**config.mk**
```make
export PLATFORM = sky130hd
export DESIGN_NAME = seven_seg_scan_ctrl_flat
export DESIGN_NICKNAME = d
export VERILOG_FILES = /design/src/rtl/seven_seg_scan_ctrl_if.sv /design/src/rtl/seven_seg_scan_ctrl.sv /design/src/flat_wrapper.sv
export SDC_FILE = /design/constraint.sdc
export NUM_CORES = 1
export LEC_CHECK = 0
export CAP_MARGIN = 10
export CORE_MARGIN = 2
export CORE_UTILIZATION = 24
export DETAILED_ROUTE_END_ITERATION = 10
export MAX_ROUTING_LAYER = met4
export PLACE_DENSITY_LB_ADDON = 0.25
export SETUP_SLACK_MARGIN = 0.15
export SLEW_MARGIN = 20
export SYNTH_ARGS = -nofsm -noshare
export SYNTH_HDL_FRONTEND = slang
export SYNTH_SLANG_ARGS = --single-unit
```
**constraint.sdc**
```tcl
create_clock -name clk -period 3.09 [get_ports clk]
set_input_delay 0.618 -clock clk [delete_from_list [all_inputs] [get_ports clk]]
set_output_delay 0.618 -clock clk [all_outputs]
set_load 0.02 [all_outputs]
```
**src/rtl/seven_seg_scan_ctrl_if.sv**
```systemverilog
// Display-load and scan-output bundle for seven_seg_scan_ctrl.
//   load_valid / load_data / load_ready : valid-ready load of a packed nibble word
//                                         (nibble k = load_data[4k+3:4k], digit 0 rightmost)
//   nibble     : value of the currently selected digit (bit3..bit0 = w,x,y,z)
//   anode_n    : active-low digit enables, at most one low
//   frame_done : one-cycle pulse on the last cycle of each full scan
// master = load source / display consumer, slave = the scan controller.
interface seven_seg_scan_ctrl_if #(
  parameter int NUM_DIGITS = 4
);
  logic                      load_valid;
  logic [4*NUM_DIGITS-1:0]   load_data;
  logic                      load_ready;
  logic [3:0]                nibble;
  logic [NUM_DIGITS-1:0]     anode_n;
  logic                      frame_done;

  modport master (
    output load_valid, load_data,
    input  load_ready, nibble, anode_n, frame_done
  );

  modport slave (
    input  load_valid, load_data,
    output load_ready, nibble, anode_n, frame_done
  );
endinterface

```
**src/rtl/seven_seg_scan_ctrl.sv**
```systemverilog
// Multiplexed seven-segment scan controller with a double-buffered display value.
// Each digit is selected for DWELL cycles: BLANK cycles with all anodes off
// (ghosting guard) followed by DRIVE with that digit's anode low. A new value is
// accepted into a shadow register at any time the shadow is empty and is copied
// to the displayed register only at the frame boundary, so a frame never tears.
// Ports:
//   clk   : clock, rising edge
//   rst_n : asynchronous active-low reset
//   bus   : seven_seg_scan_ctrl_if.slave (load handshake, nibble, anode_n, frame_done)
// Optional feature: define LEADING_ZERO_BLANK_EN to keep leading-zero digits
// (k>0, this and all higher nibbles zero) dark during DRIVE.
module seven_seg_scan_ctrl #(
  parameter int NUM_DIGITS = 4,
  parameter int DWELL      = 1000,
  parameter int BLANK      = 8
) (
  input  logic                   clk,
  input  logic                   rst_n,
  seven_seg_scan_ctrl_if.slave   bus
);

  localparam int CW = $clog2(DWELL);
  localparam int IW = $clog2(NUM_DIGITS);
  localparam int DW = 4 * NUM_DIGITS;

  localparam logic [CW-1:0] CNT_LAST  = CW'(DWELL - 1);
  localparam logic [CW-1:0] CNT_BLANK = CW'(BLANK);
  localparam logic [IW-1:0] IDX_LAST  = IW'(NUM_DIGITS - 1);

  typedef enum logic {
    ST_BLANK,
    ST_DRIVE
  } state_t;

  state_t                state_q, state_d;
  logic [CW-1:0]         cnt_q, cnt_d;
  logic [IW-1:0]         idx_q, idx_d;
  logic [DW-1:0]         active_q, active_d;
  logic [DW-1:0]         shadow_q, shadow_d;
  logic                  full_q, full_d;
  logic [NUM_DIGITS-1:0] anode_q, anode_d;
  logic [3:0]            nib_q, nib_d;
  logic                  fd_q, fd_d;
  logic                  frame_end;
  logic                  dark;

  always_ff @(posedge clk or negedge rst_n) begin
    if (!rst_n) begin
      state_q  <= ST_BLANK;
      cnt_q    <= '0;
      idx_q    <= '0;
      active_q <= '0;
      shadow_q <= '0;
      full_q   <= 1'b0;
      anode_q  <= '1;
      nib_q    <= '0;
      fd_q     <= 1'b0;
    end else begin
      state_q  <= state_d;
      cnt_q    <= cnt_d;
      idx_q    <= idx_d;
      active_q <= active_d;
      shadow_q <= shadow_d;
      full_q   <= full_d;
      anode_q  <= anode_d;
      nib_q    <= nib_d;
      fd_q     <= fd_d;
    end
  end

  // Outputs are registered from the next-state values so that anode_n, nibble
  // and frame_done line up with the state/index they describe in the same cycle.
  always_comb begin
    state_d   = state_q;
    cnt_d     = cnt_q + 1'b1;
    idx_d     = idx_q;
    active_d  = active_q;
    shadow_d  = shadow_q;
    full_d    = full_q;
    anode_d   = '1;
    dark      = 1'b0;
    frame_end = (cnt_q == CNT_LAST) && (idx_q == IDX_LAST);

    if (cnt_q == CNT_LAST) begin
      cnt_d   = '0;
      state_d = ST_BLANK;
      idx_d   = (idx_q == IDX_LAST) ? '0 : idx_q + 1'b1;
    end else if (cnt_d == CNT_BLANK) begin
      state_d = ST_DRIVE;
    end

    // Copy and accept are exclusive: copy needs a full shadow, accept an empty one.
    if (frame_end && full_q) begin
      active_d = shadow_q;
      full_d   = 1'b0;
    end else if (bus.load_valid && !full_q) begin
      shadow_d = bus.load_data;
      full_d   = 1'b1;
    end

    fd_d  = (cnt_d == CNT_LAST) && (idx_d == IDX_LAST);
    nib_d = active_d[{idx_d, 2'b00} +: 4];

`ifdef LEADING_ZERO_BLANK_EN
    dark = (idx_d != '0) && ((active_d >> {idx_d, 2'b00}) == '0);
`else
    dark = 1'b0;
`endif

    if (state_d == ST_DRIVE && !dark) begin
      anode_d[idx_d] = 1'b0;
    end
  end

  assign bus.load_ready = ~full_q;
  assign bus.nibble     = nib_q;
  assign bus.anode_n    = anode_q;
  assign bus.frame_done = fd_q;

endmodule

```
**src/flat_wrapper.sv**
```systemverilog
// flat-port wrapper written by rule: the top's interface ports become plain ports
module seven_seg_scan_ctrl_flat 
#(
  parameter int NUM_DIGITS = 4,
  parameter int DWELL      = 1000,
  parameter int BLANK      = 8
)
  (clk, rst_n, bus_load_valid, bus_load_data, bus_load_ready, bus_nibble, bus_anode_n, bus_frame_done);
  seven_seg_scan_ctrl_if #(.NUM_DIGITS(NUM_DIGITS)) bus_i ();
  input  logic clk;
  input  logic rst_n;
  input wire logic [$bits(bus_i.load_valid)-1:0] bus_load_valid;
  input wire logic [$bits(bus_i.load_data)-1:0] bus_load_data;
  output wire logic [$bits(bus_i.load_ready)-1:0] bus_load_ready;
  output wire logic [$bits(bus_i.nibble)-1:0] bus_nibble;
  output wire logic [$bits(bus_i.anode_n)-1:0] bus_anode_n;
  output wire logic [$bits(bus_i.frame_done)-1:0] bus_frame_done;
  assign bus_i.load_valid = bus_load_valid;
  assign bus_i.load_data = bus_load_data;
  assign bus_load_ready = bus_i.load_ready;
  assign bus_nibble = bus_i.nibble;
  assign bus_anode_n = bus_i.anode_n;
  assign bus_frame_done = bus_i.frame_done;
  seven_seg_scan_ctrl #(.NUM_DIGITS(NUM_DIGITS), .DWELL(DWELL), .BLANK(BLANK)) u_core (.clk(clk), .rst_n(rst_n), .bus(bus_i));
endmodule
```
Word-level counts from Yosys, hierarchy flattened. Cells that the tools add are included.

$add $sub $neg: 2. Order comparisons: 2. Equal/unequal tests: 5. Shift operators: 1. Muxes and demuxes: 11. Bitwise gates (word level): 3. Reductions and logical operators: 8.

Operator list (number): equality test 10 bit (second input constant) (2); 2-to-1 mux 16 bit (1); indexed part select 16 x 5 -> 4 bit (1); adder 10 x 1 -> 10 bit (second input constant) (1); equality test 10 x 4 -> 1 bit (second input constant) (1); 2-to-1 mux 10 bit (1); logical AND 1 bit (5); 2-to-1 mux 1 bit (5); equality test 2 bit (second input constant) (2); 2-to-1 mux 2 bit (2); 2-to-1 mux 4 bit (1); inverter 4 bit (1); < comparator 2 x 3 -> 1 bit (second input constant) (1); adder 2 x 1 -> 2 bit (second input constant) (1); demux 1 bit (select 2 bit) (1); greater-or-equal comparator 2 x 1 -> 1 bit (second input constant) (1); inverter 1 bit (2); AND reduction 2 bit (1); nonzero test 2 bit (1); zero test 1 bit (1).

Bits in registers: 55. Input bits: 19. Word-level logic and storage cells: 41.

Depth between registers and ports, before layout. Gate-level depths: netlist (run 1).

Depth after elaboration: 9. Depth in mapped cells: 7. Depth with buffers taken out: 6.

Least setup slack after synthesis (run 1). No wires, ideal clock.

Path type: register to register. From: reg u_core.cnt_q[4]. To: reg u_core.nib_q[0], in the netlist u_core.bus.nibble[0]. Arrival: 2123 ps. Data required time: 2964 ps. Slack: 841 ps. Cell stages (with the launch flop): 6. Path buffers: 1. Clock period less this slack: 2249 ps. Cell sequence: dfrtp_1 or3b_4 nor4_4 buf_6 mux2_2 a221o_1.

Word-level cells in the longest chain between the ends: 5. Elaborated cells on any way between the ends: 6.

Ends and longest elaborated chain: from (decl) (line seven_seg_scan_ctrl.sv:36) `logic [CW-1:0] cnt_q, cnt_d;`; from (signal assigned) (line seven_seg_scan_ctrl.sv:60) `cnt_q <= cnt_d;`; equality test 10 bit (line seven_seg_scan_ctrl.sv:82) `frame_end = (cnt_q == CNT_LAST) && (idx_q == IDX_LAST);`; logical AND 1 bit (line seven_seg_scan_ctrl.sv:82); logical AND 1 bit (line seven_seg_scan_ctrl.sv:93) `if (frame_end && full_q) begin`; 2-to-1 mux 16 bit (line seven_seg_scan_ctrl.sv:93); named net u_core.active_d[12] (line seven_seg_scan_ctrl.sv:38) `logic [DW-1:0] active_q, active_d;`; indexed part select 16 x 5 -> 4 bit (line seven_seg_scan_ctrl.sv:102) `nib_d = active_d[{idx_d, 2'b00} +: 4];`; named net u_core.nib_d[0] (line seven_seg_scan_ctrl.sv:42) `logic [3:0] nib_q, nib_d;`; to (signal assigned) (line seven_seg_scan_ctrl.sv:66) `nib_q <= nib_d;`; to (decl) (line seven_seg_scan_ctrl.sv:42).

The timed path passes the listed nets, and every way through them passes these cells. A chain may end at the register's enable or synchronous reset.

Worst setup path after layout (run 1).
From: reg u_core.cnt_q[0]. To: reg u_core.nib_q[3], in the netlist u_core.bus.nibble[3].

Same word-level chain as after synthesis.

==> results of run 1 <==
[metal layers]
| layer | up-vias | global-route usage, % | part of all wire, % |
|---|---|---|---|
| met5 | - | - | 0 |
| met1 | 722 | 12.1 | 50 |
| met2 | 25 | 12.8 | 44 |
| met3 | 5 | 2.00 | 3.6 |
| met4 | 0 | 4.29 | 2.0 |
| li1 | 741 | - | - |
[through the flow]
step / utilization [%] / power, mW
finish: 30.3 / 1.24
global route: 30.3 / 1.30
CTS: 30.3 / 1.26
global placement: 29.3 / 0.834
floorplan: - / 0.787
detailed placement: 29.3 / 0.835
[cell type report]
type	instances	area [µm²]
tap	133	166
timing repair buffer	32	308
multi-input combinational	119	980
clock inverter	3	27.5
inverter	12	45.0
fill	1046	6840
sequential	55	1380
clock buffer	5	68.8
[logic make-up (layout without fill, tap and decap cells)]
family	count (synthesis)	count (layout)	synth area share [%]
flops	55	55	56.6
xor+xnor	8	8	2.87
buf+inv	18	52	3.18
mux	38	38	17.0
fa+ha+maj	3	3	1.54
compound gates	18	18	5.80
simple gates	52	52	12.9
[power groups by stage]
| stage | combinational (mW) | sequential (mW) | clock [mW] |
|---|---|---|---|
| 2_1_floorplan | 0.0217 | 0.766 | 0 |
| 3_3_place_gp | 0.0604 | 0.773 | 0 |
| 3_5_place_dp | 0.0618 | 0.773 | 0 |
| 4_1_cts | 0.0619 | 0.759 | 0.439 |
| 5_1_grt | 0.0667 | 0.762 | 0.467 |
| 6_report | 0.0600 | 0.758 | 0.417 |
[cells in the mapped netlist]
library cell | count | area, µm²
or3b_2 | 2 | 17.5
o41ai_1 | 1 | 8.76
nand2b_1 | 1 | 6.26
a311oi_2 | 1 | 15.0
or4_1 | 1 | 7.51
mux2i_1 | 10 | 100
inv_1 | 12 | 45.0
xor2_1 | 3 | 26.3
nor3_1 | 4 | 20.0
ha_1 | 3 | 37.5
dfstp_2 | 4 | 105
nand3b_1 | 1 | 7.51
nor3_4 | 1 | 16.3
nand4_1 | 1 | 6.26
o211ai_1 | 1 | 7.51
and2_1 | 1 | 6.26
nor4_4 | 1 | 21.3
nor2_1 | 14 | 52.6
a221o_1 | 4 | 40.0
o31a_1 | 1 | 8.76
or4b_1 | 1 | 10.0
and4bb_1 | 1 | 12.5
nor3b_1 | 2 | 15.0
clkbuf_1 | 3 | 11.3
nand4_2 | 1 | 12.5
or3b_4 | 1 | 11.3
buf_6 | 1 | 11.3
buf_2 | 2 | 10.0
o21ai_0 | 4 | 20.0
nand2_1 | 9 | 33.8
o22ai_1 | 4 | 25.0
dfrtp_1 | 51 | 1280
o2111ai_1 | 1 | 8.76
xnor2_1 | 5 | 43.8
a21o_1 | 1 | 7.51
mux2_2 | 28 | 315
nor2b_1 | 2 | 12.5
nor2_2 | 1 | 6.26
and3_1 | 1 | 6.26
and4_1 | 1 | 8.76
nand3_1 | 5 | 25.0
[layout by cell type (no fill, tap or decap), types with 2 or more instances in the layout]
cell / netlist / routed
nor2b_1: 2 / 2
nand3_1: 5 / 5
inv_1: 12 / 12
a221o_1: 4 / 4
dfrtp_1: 51 / 51
mux2_2: 28 / 28
nor3b_1: 2 / 2
ha_1: 3 / 3
xor2_1: 3 / 3
dfstp_2: 4 / 4
or3b_2: 2 / 2
clkdlybuf4s50_1: 0 / 27
xnor2_1: 5 / 5
nor2_1: 14 / 14
o22ai_1: 4 / 4
buf_4: 0 / 5
nand2_1: 9 / 9
mux2i_1: 10 / 10
o21ai_0: 4 / 4
nor3_1: 4 / 4
clkbuf_8: 0 / 5
[state kept, by name, summed over array words and instances (netlist names)]
register,cells
u_core.bus.frame_done,1
u_core.bus.nibble,4
u_core.cnt_q,10
u_core.active_q,16
u_core.bus.anode_n,4
u_core.full_q,1
u_core.state_q,1
u_core.shadow_q,16
u_core.idx_q,2
[worst register-to-register path, stage by stage, from the launching register on]
cell and delay [ns]:
dfrtp_1 0.42, ha_1 0.24, nand2_1 0.19, nor4_4 0.28, buf_4 0.31, mux2_2 0.39, a221o_1 0.34
[worst paths after layout]
check | endpoint | cells after the start
worst max-delay path | u_core.bus.nibble[3] | 6
worst min-delay path | u_core.cnt_q[6] | 1
worst max register to register | u_core.bus.nibble[3] | 6
worst min register to register | u_core.active_q[3] | 2
max in group asynchronous | u_core.shadow_q[1] | 2
min in group clk | u_core.active_q[3] | 2
==> results.yml, run 1 <==
global_route:
  grt_usage_pct: 8.99
  grt_max_degree: 44
  grt_pass1_wl_mm: 7.62
  antenna_found_initial: 0
  overflow: 0
  grt_pass1_vias: 1502
synthesis:
  synth_seq_cells: 55
  synth.distinct_cells: 41
  yosysSeqAreaShare_pct: 56.6
  syn_inst: 192
  syn_area_per_cell_um2: 12.7
  synth_warnings: 0
  netlist_area_um2: 2440
  syn-num-nets: 214
timing:
  finalHoldViolCount: 0
  maxSlewHeadroom_pct: 60.6
  setup-violations-final: 0
  worst_pin_slew_ns: 0.585
  report.final.slew_viol_count: 0
  worst_hold_slack_ns: 0.290
  rsz0062_at_grt: "no"
  setup-tns-final_ns: 0
  finClkSkew_ns: 0.00816
  finalCritPeriodShare_pct: 73.3
  min_period_ns: 2.27
  max_freq_ghz: 0.441
  layout_setup_ws_ns: 0.825
route:
  wl_per_cell_um: 12.8
  drc: 0
  dr.pass1.iters: 4
  via_per_inst: 4.16
  drt-initial-drc-count: 73
  antenna_left: 0
  via_count: 1493
  wirelength_mm: 4.59
worst_setup_path:
  critPathKind: "reg2reg"
  critPathTopFamily: "simple AND/OR/NAND/NOR gates"
  critical_path.max_fanout: 17
  crit_buf_inv: 1
  start_kind: "register"
  slowest_delay_ns: 0.42
  path_cells: "ha_1 > nand2_1 > nor4_4 > buf_4 > mux2_2 > a221o_1"
  crit_required_ns: 3.30
  startpoint: "u_core.cnt_q[0]"
  end_kind: "register"
  cp.arrival_ns: 2.47
  regToRegSetupSlack_ns: 0.82
  rr_startpoint: "u_core.cnt_q[0]"
  slowest_stage: "dfrtp_1"
hold_path:
  hp-class: "in2async"
power_and_ir_drop:
  p_leak_nw: 1.36
  power_density_nw_per_um2: 415
  intPower_mw: 0.949
  comb_power_share_pct: 4.9
  ir_worst_vdd_v: 0.000217
  swShare_pct: 23.2
  p_sw_mw: 0.287
  p_clk_share_pct: 33.8
  seq_power_share_pct: 61.4
clocking:
  cts_max_path_buffers: 2
  cts.sinks: 55
  root_buffer: "clkbuf_8"
  clk_latency_ns: 0.31
  cts_resized: 0
  post-cts-setup-buffer-count: 0
  cts_tree: "yes"
  cts_hold_buf: 0
  htree_levels: 2
  clk_pin_slew_worst_paths_ns: 0.11
  cts_made_buffers: 5
cells_and_area:
  layout-drive-gt1-share_pct: 23.5
  finalNonFillerCells: 359
  syn_to_final_growth_pct: 22.1
  fin_nets: 247
  n_antenna_cell: 0
  fin_area_um2: 2980
job:
  maxCapViolations: 0
placed_design:
  dp_worst_setup_slack_ns: 0.823
  numPortBuffers: 28
  hpwl_mm: 3.25
  placed_cell_area_um2: 2880
  gp_congestion: 0.739
  dp.cells: 351
die:
  io-pin-count: 29
  dieHeight_um: 105
  initial_utilization_pct: 24.8
  core_area_um2: 9820
  die_w_um: 105
  dieArea_um2: 11000
  fp-row-count: 36
outcome:
  status: "completed"
Note: power is estimated with default switching activity, not from simulation.
==> inputs of run 2 (changes only) <==
==> constraint.sdc (replaced) <==
create_clock -name clk -period 2.1 [get_ports clk]
set_input_delay 0.42 -clock clk [delete_from_list [all_inputs] [get_ports clk]]
set_output_delay 0.42 -clock clk [all_outputs]
set_load 0.02 [all_outputs]
==> run 2 against run 1 <==
Routed wire length is 15% higher. Sequential power is 48% higher. Global-route usage is 0.74 points higher. Total power is 47% higher. Setup slack worse by 0.80 ns. Register-to-register slack worse by 0.80 ns. Flip-flop and latch count stayed put. Die area stayed put. Largest cell class unchanged.
==> results.yml, run 2 (synthesis results as in run 1) <==
outcome:
  status: "completed"
timing:
  worst_pin_slew_ns: 0.433
  finalHoldViolCount: 0
  rsz0062_at_grt: "yes"
  layout_setup_ws_ns: 0.0274
  min_period_ns: 2.07
  finClkSkew_ns: 0.0127
  finalCritPeriodShare_pct: 98.7
  setup-violations-final: 0
  maxSlewHeadroom_pct: 70.8
  report.final.slew_viol_count: 0
  max_freq_ghz: 0.482
worst_setup_path:
  slowest_stage: "or3b_4"
  startpoint: "u_core.cnt_q[3]"
  slowest_delay_ns: 0.44
  crit_path_end: "u_core.bus.nibble[0]"
  crit_required_ns: 2.31
  regToRegSetupSlack_ns: 0.03
  cp.arrival_ns: 2.28
  end_kind: "register"
  reg2reg_depth: 7
  r2r-end: "u_core.bus.nibble[0]"
  critical_path.max_fanout: 8
  critPathKind: "reg2reg"
  rr_startpoint: "u_core.cnt_q[3]"
  start_kind: "register"
  path_cells: "or3b_4 > nor4_4 > buf_6 > clkbuf_16 > mux2i_4 > o22ai_1 > a221o_1"
route:
  wl_per_cell_um: 13.5
  drt-initial-drc-count: 66
  drc: 0
  via_per_inst: 4.24
  dr.pass1.iters: 4
  via_count: 1658
  wirelength_mm: 5.28
  antenna_left: 0
global_route:
  grt_usage_pct: 9.73
  overflow: 0
  grt_max_degree: 30
  grt_pass1_wl_mm: 8.44
  grt_pass1_vias: 1693
  antenna_found_initial: 0
die:
  dieHeight_um: 105
  die_w_um: 105
  io-pin-count: 29
  fp-row-count: 36
  initial_utilization_pct: 24.8
  dieArea_um2: 11000
  core_area_um2: 9820
placed_design:
  placed_cell_area_um2: 3060
  dp_worst_setup_slack_ns: -0.0329
  hpwl_mm: 3.68
  numPortBuffers: 28
  gp_congestion: 0.805
clocking:
  cts_max_path_buffers: 2
  htree_levels: 2
  cts.sinks: 55
  cts_tree: "yes"
  root_buffer: "clkbuf_8"
  clk_pin_slew_worst_paths_ns: 0.11
  cts_made_buffers: 5
  clk_latency_ns: 0.32
cells_and_area:
  fillers: 998
  layout-drive-gt1-share_pct: 38.4
  fin_nets: 279
  reg_top3: "u_core.active_q: 16 flops, u_core.shadow_q: 16 flops, u_core.cnt_q: 10 flops"
  syn_to_final_growth_pct: 41.8
  fin_area_um2: 3460
  final_cell_mix: "dfrtp_1 (51), clkdlybuf4s50_1 (27), buf_4 (26)"
  final_common_cell: "dfrtp_1"
  n_antenna_cell: 0
power_and_ir_drop:
  power_density_nw_per_um2: 527
  ir_worst_vdd_v: 0.000270
  p_leak_nw: 1.55
hold_path:
  hp-class: "reg2reg"
job:
  maxCapViolations: 0
[run 2: changes by cell type in the layout (fill, tap and decap cells not counted), moves of 2 or more]
| cell | before | now |
|---|---|---|
| buf_4 | 5 | 26 |
| mux2_2 | 28 | 20 |
| mux2_4 | 0 | 8 |
| mux2i_1 | 10 | 2 |
| buf_6 | 0 | 5 |
| mux2i_2 | 0 | 4 |
| mux2i_4 | 0 | 4 |
| buf_12 | 0 | 2 |
| clkbuf_16 | 0 | 2 |
| or3b_2 | 2 | 0 |
| or3b_4 | 1 | 3 |
[run 2: critical path: cells and delay by family, from the launching register on]
kind / cells / cell delay, ns
buf+inv: 2 / 0.35
flops: 1 / 0.39
mux: 1 / 0.25
compound gates: 2 / 0.39
simple gates: 2 / 0.59
[run 2: final cells by class]
| cell class | count | area, µm² | share of cell area, % |
|---|---|---|---|
| inverter | 12 | 45.0 | 1.30 |
| tap | 133 | 166 | 4.81 |
| clock buffer | 5 | 68.8 | 1.99 |
| timing repair buffer | 64 | 627 | 18.1 |
| multi-input combinational | 119 | 1150 | 33.2 |
| sequential | 55 | 1380 | 40.0 |
| clock inverter | 3 | 22.5 | 0.651 |
[run 2: routing by layer]
layer	up-vias	share of wire [%]	GRT usage, %
met1	820	46	12.4
met3	7	2.5	1.81
met5	-	0	-
met2	20	49	15.5
met4	0	1.7	3.43
li1	811	-	-
[run 2: timing repair]
item,4_1_cts,5_1_grt
gates resized for setup,18,20
gates cloned,0,2
pin swaps,3,5
hold buffers,1,0
setup buffers,5,4
setup endpoints to repair,7,9
hold endpoints to repair,11,0
[run 2: metrics by stage]
step	setup TNS, ns	power (mW)	utilization [%]	instances	hold WS, ns
after floorplan	-0.0830	1.16	-	192	0.124
after CTS	0	1.84	33.4	385	0.499
after global placement	-0.0135	1.23	31.2	371	0.336
after global routing	-0.0144	1.91	35.2	391	0.521
final	0	1.82	35.2	391	0.502
after detailed placement	-0.0745	1.23	31.2	371	0.331
[run 2: worst min path at each step]
stage | start | endpoint | slack [ns] | cells after the start
floorplan | rst_n | u_core.active_q[0] | 0.12 | 0
global placement | rst_n | u_core.shadow_q[5] | 0.34 | 1
detailed placement | rst_n | u_core.shadow_q[5] | 0.33 | 1
CTS | u_core.active_q[11] | u_core.active_q[11] | 0.50 | 2
global route | u_core.active_q[6] | u_core.active_q[6] | 0.52 | 1
finish | u_core.active_q[2] | u_core.active_q[2] | 0.50 | 2
[run 2: where the power goes]
part / internal [mW] / switching (mW)
sequential: 1.09 / 0.0266
combinational: 0.0618 / 0.0330
clock: 0.240 / 0.366
total: 1.40 / 0.425
==> inputs of run 3 (changes only) <==
--- a/config.mk
+++ b/config.mk
@@ -12,6 +12,7 @@
 export MAX_ROUTING_LAYER = met4
 export PLACE_DENSITY_LB_ADDON = 0.25
 export SETUP_SLACK_MARGIN = 0.15
+export SKIP_LAST_GASP = 1
 export SLEW_MARGIN = 20
 export SYNTH_ARGS = -nofsm -noshare
 export SYNTH_HDL_FRONTEND = slang
==> run 3 against run 2 <==
Critical path type unchanged. Clock skew decreased by 0.0034 ns. Sequential share of layout area up 0.66 points. Maximum frequency shrank 2.9%. Largest cell class unchanged. Hold slack worse by 0.0026 ns. Critical path depth down 1. Sequential power about the same. Non-clock buffer count is 1 lower. The flow now finishes with violations (setup timing). Count of clock-buffer cells in the layout unchanged. Cell count down 0.26%. Combinational power about the same. Register-to-register slack got worse by 0.06 ns.
==> results.yml, run 3 (synthesis results as in run 1) <==
job:
  maxCapViolations: 0
cells_and_area:
  reg_top3: "u_core.active_q: 16 flops, u_core.shadow_q: 16 flops, u_core.cnt_q: 10 flops"
  n_antenna_cell: 0
  fin_area_um2: 3400
  layout-drive-gt1-share_pct: 37.4
  fillers: 1005
  final_cell_mix: "dfrtp_1 (51), clkdlybuf4s50_1 (27), buf_4 (25)"
  finalNonFillerCells: 390
  fin_nets: 278
  syn_to_final_growth_pct: 39.5
  final_common_cell: "dfrtp_1"
route:
  via_count: 1646
  wl_per_cell_um: 13.3
  wirelength_mm: 5.18
  antenna_left: 0
  via_per_inst: 4.22
  drt-initial-drc-count: 91
  drc: 0
  dr.pass1.iters: 4
worst_setup_path:
  slowest_stage: "or3b_4"
  crit_required_ns: 2.31
  critical_path.max_fanout: 8
  reg2reg_depth: 6
  critPathTopFamily: "simple AND/OR/NAND/NOR gates"
  startpoint: "u_core.cnt_q[4]"
  end_kind: "register"
  critPathKind: "reg2reg"
  cp.arrival_ns: 2.34
  slowest_delay_ns: 0.42
  crit_buf_inv: 2
  start_kind: "register"
  path_cells: "or3b_4 > nor4_4 > buf_6 > clkbuf_16 > mux2_4 > a221o_1"
  r2r-end: "u_core.bus.nibble[1]"
  rr_startpoint: "u_core.cnt_q[4]"
  regToRegSetupSlack_ns: -0.03
hold_path:
  hp-start: "u_core.active_q[11]"
  hold_depth: 2
  hp-class: "reg2reg"
  hold_end: "u_core.active_q[11]"
timing:
  worst_pin_slew_ns: 0.521
  setup-violations-final: 4
  finalCritPeriodShare_pct: 102
  rsz0062_at_grt: "yes"
  maxSlewHeadroom_pct: 64.9
  finalHoldViolCount: 0
  layout_setup_ws_ns: -0.0341
  finClkSkew_ns: 0.00934
  min_period_ns: 2.13
  max_freq_ghz: 0.469
  report.final.slew_viol_count: 0
placed_design:
  gp_congestion: 0.805
  placed_cell_area_um2: 3060
  numPortBuffers: 28
  hpwl_mm: 3.68
  dp.cells: 371
global_route:
  overflow: 0
  antenna_found_initial: 0
  grt_usage_pct: 9.57
  grt_pass1_vias: 1676
  grt_pass1_wl_mm: 8.29
  grt_max_degree: 30
clocking:
  htree_levels: 2
  cts_tree: "yes"
  clk_pin_slew_worst_paths_ns: 0.11
  clk_latency_ns: 0.31
  cts_max_path_buffers: 2
  root_buffer: "clkbuf_8"
  cts.sinks: 55
  cts_made_buffers: 5
die:
  io-pin-count: 29
  dieHeight_um: 105
  dieArea_um2: 11000
  initial_utilization_pct: 24.8
  fp-row-count: 36
  die_w_um: 105
  core_area_um2: 9820
outcome:
  violations: "setup timing"
  status: "complete, but fails checks"
power_and_ir_drop:
  power_density_nw_per_um2: 533
  p_leak_nw: 1.56
  ir_worst_vdd_v: 0.000262
[run 3: cell types whose count changed in the layout (fill, tap and decap cells not counted)]
cell	delta
ha_4	-1
mux2i_4	-1
nor2_4	-1
nand3_2	+1
nor3_2	-1
nand4_2	+1
nand4_4	-1
nor2_2	+1
mux2i_1	+1
ha_2	+1
buf_4	-1
nand3_4	-1
nor3_1	+1
[run 3: worst max path at each step]
stage	end	cells past startpoint
final	u_core.bus.nibble[1]	6
after global routing	u_core.bus.nibble[1]	6
after CTS	u_core.bus.nibble[0]	6
after detailed placement	u_core.bus.nibble[0]	6
after global placement	u_core.bus.nibble[0]	6
after floorplan	u_core.bus.nibble[0]	5
[run 3: metrics by stage]
stage	utilization, %	setup slack (ns)	hold slack (ns)	power [mW]	setup TNS, ns
6_report	34.6	-0.0341	0.500	1.81	-0.0963
5_1_grt	34.6	-0.0619	0.521	1.91	-0.265
4_1_cts	32.8	-0.00368	0.499	1.84	-0.00368
3_5_place_dp	31.2	-0.0329	0.331	1.23	-0.0745
3_3_place_gp	31.2	-0.0135	0.336	1.23	-0.0135
2_1_floorplan	-	-0.0417	0.124	1.16	-0.0830
[run 3: worst reg2reg max path, cell delays in order (launching register included)]
cell and delay (ns):
dfrtp_1 0.39, or3b_4 0.42, nor4_4 0.27, buf_6 0.17
clkbuf_16 0.17, mux2_4 0.31, a221o_1 0.31
[run 3: final cells by class]
| class | instances | area (µm²) | share of cell area, % |
|---|---|---|---|
| clock buffer | 5 | 68.8 | 2.02 |
| inverter | 12 | 45.0 | 1.32 |
| clock inverter | 3 | 22.5 | 0.662 |
| sequential | 55 | 1380 | 40.6 |
| tap | 133 | 166 | 4.89 |
| multi-input combinational | 119 | 1100 | 32.3 |
| timing repair buffer | 63 | 619 | 18.2 |
[run 3: layer usage]
| layer | global-route usage, % | routed length, µm |
|---|---|---|
| met5 | - | 0 |
| met4 | 3.14 | 72 |
| met3 | 1.81 | 136 |
| met2 | 15.2 | 2490 |
| met1 | 12.3 | 2490 |
[run 3: repair_timing]
| action | in CTS | in global routing |
|---|---|---|
| pin swaps | 3 | 6 |
| setup endpoints to repair | 7 | 9 |
| hold buffers | 1 | 0 |
| setup buffers | 5 | 3 |
| endpoints found under the hold margin | 11 | 0 |
| cloned | 0 | 2 |
| gates resized for setup | 8 | 23 |
[run 3: power by group]
| group | switching, mW | total [mW] | internal (mW) |
|---|---|---|---|
| registers | 0.0252 | 1.12 | 1.09 |
| clock network | 0.358 | 0.598 | 0.240 |
| logic | 0.0330 | 0.0947 | 0.0617 |
| total | 0.416 | 1.81 | 1.40 |
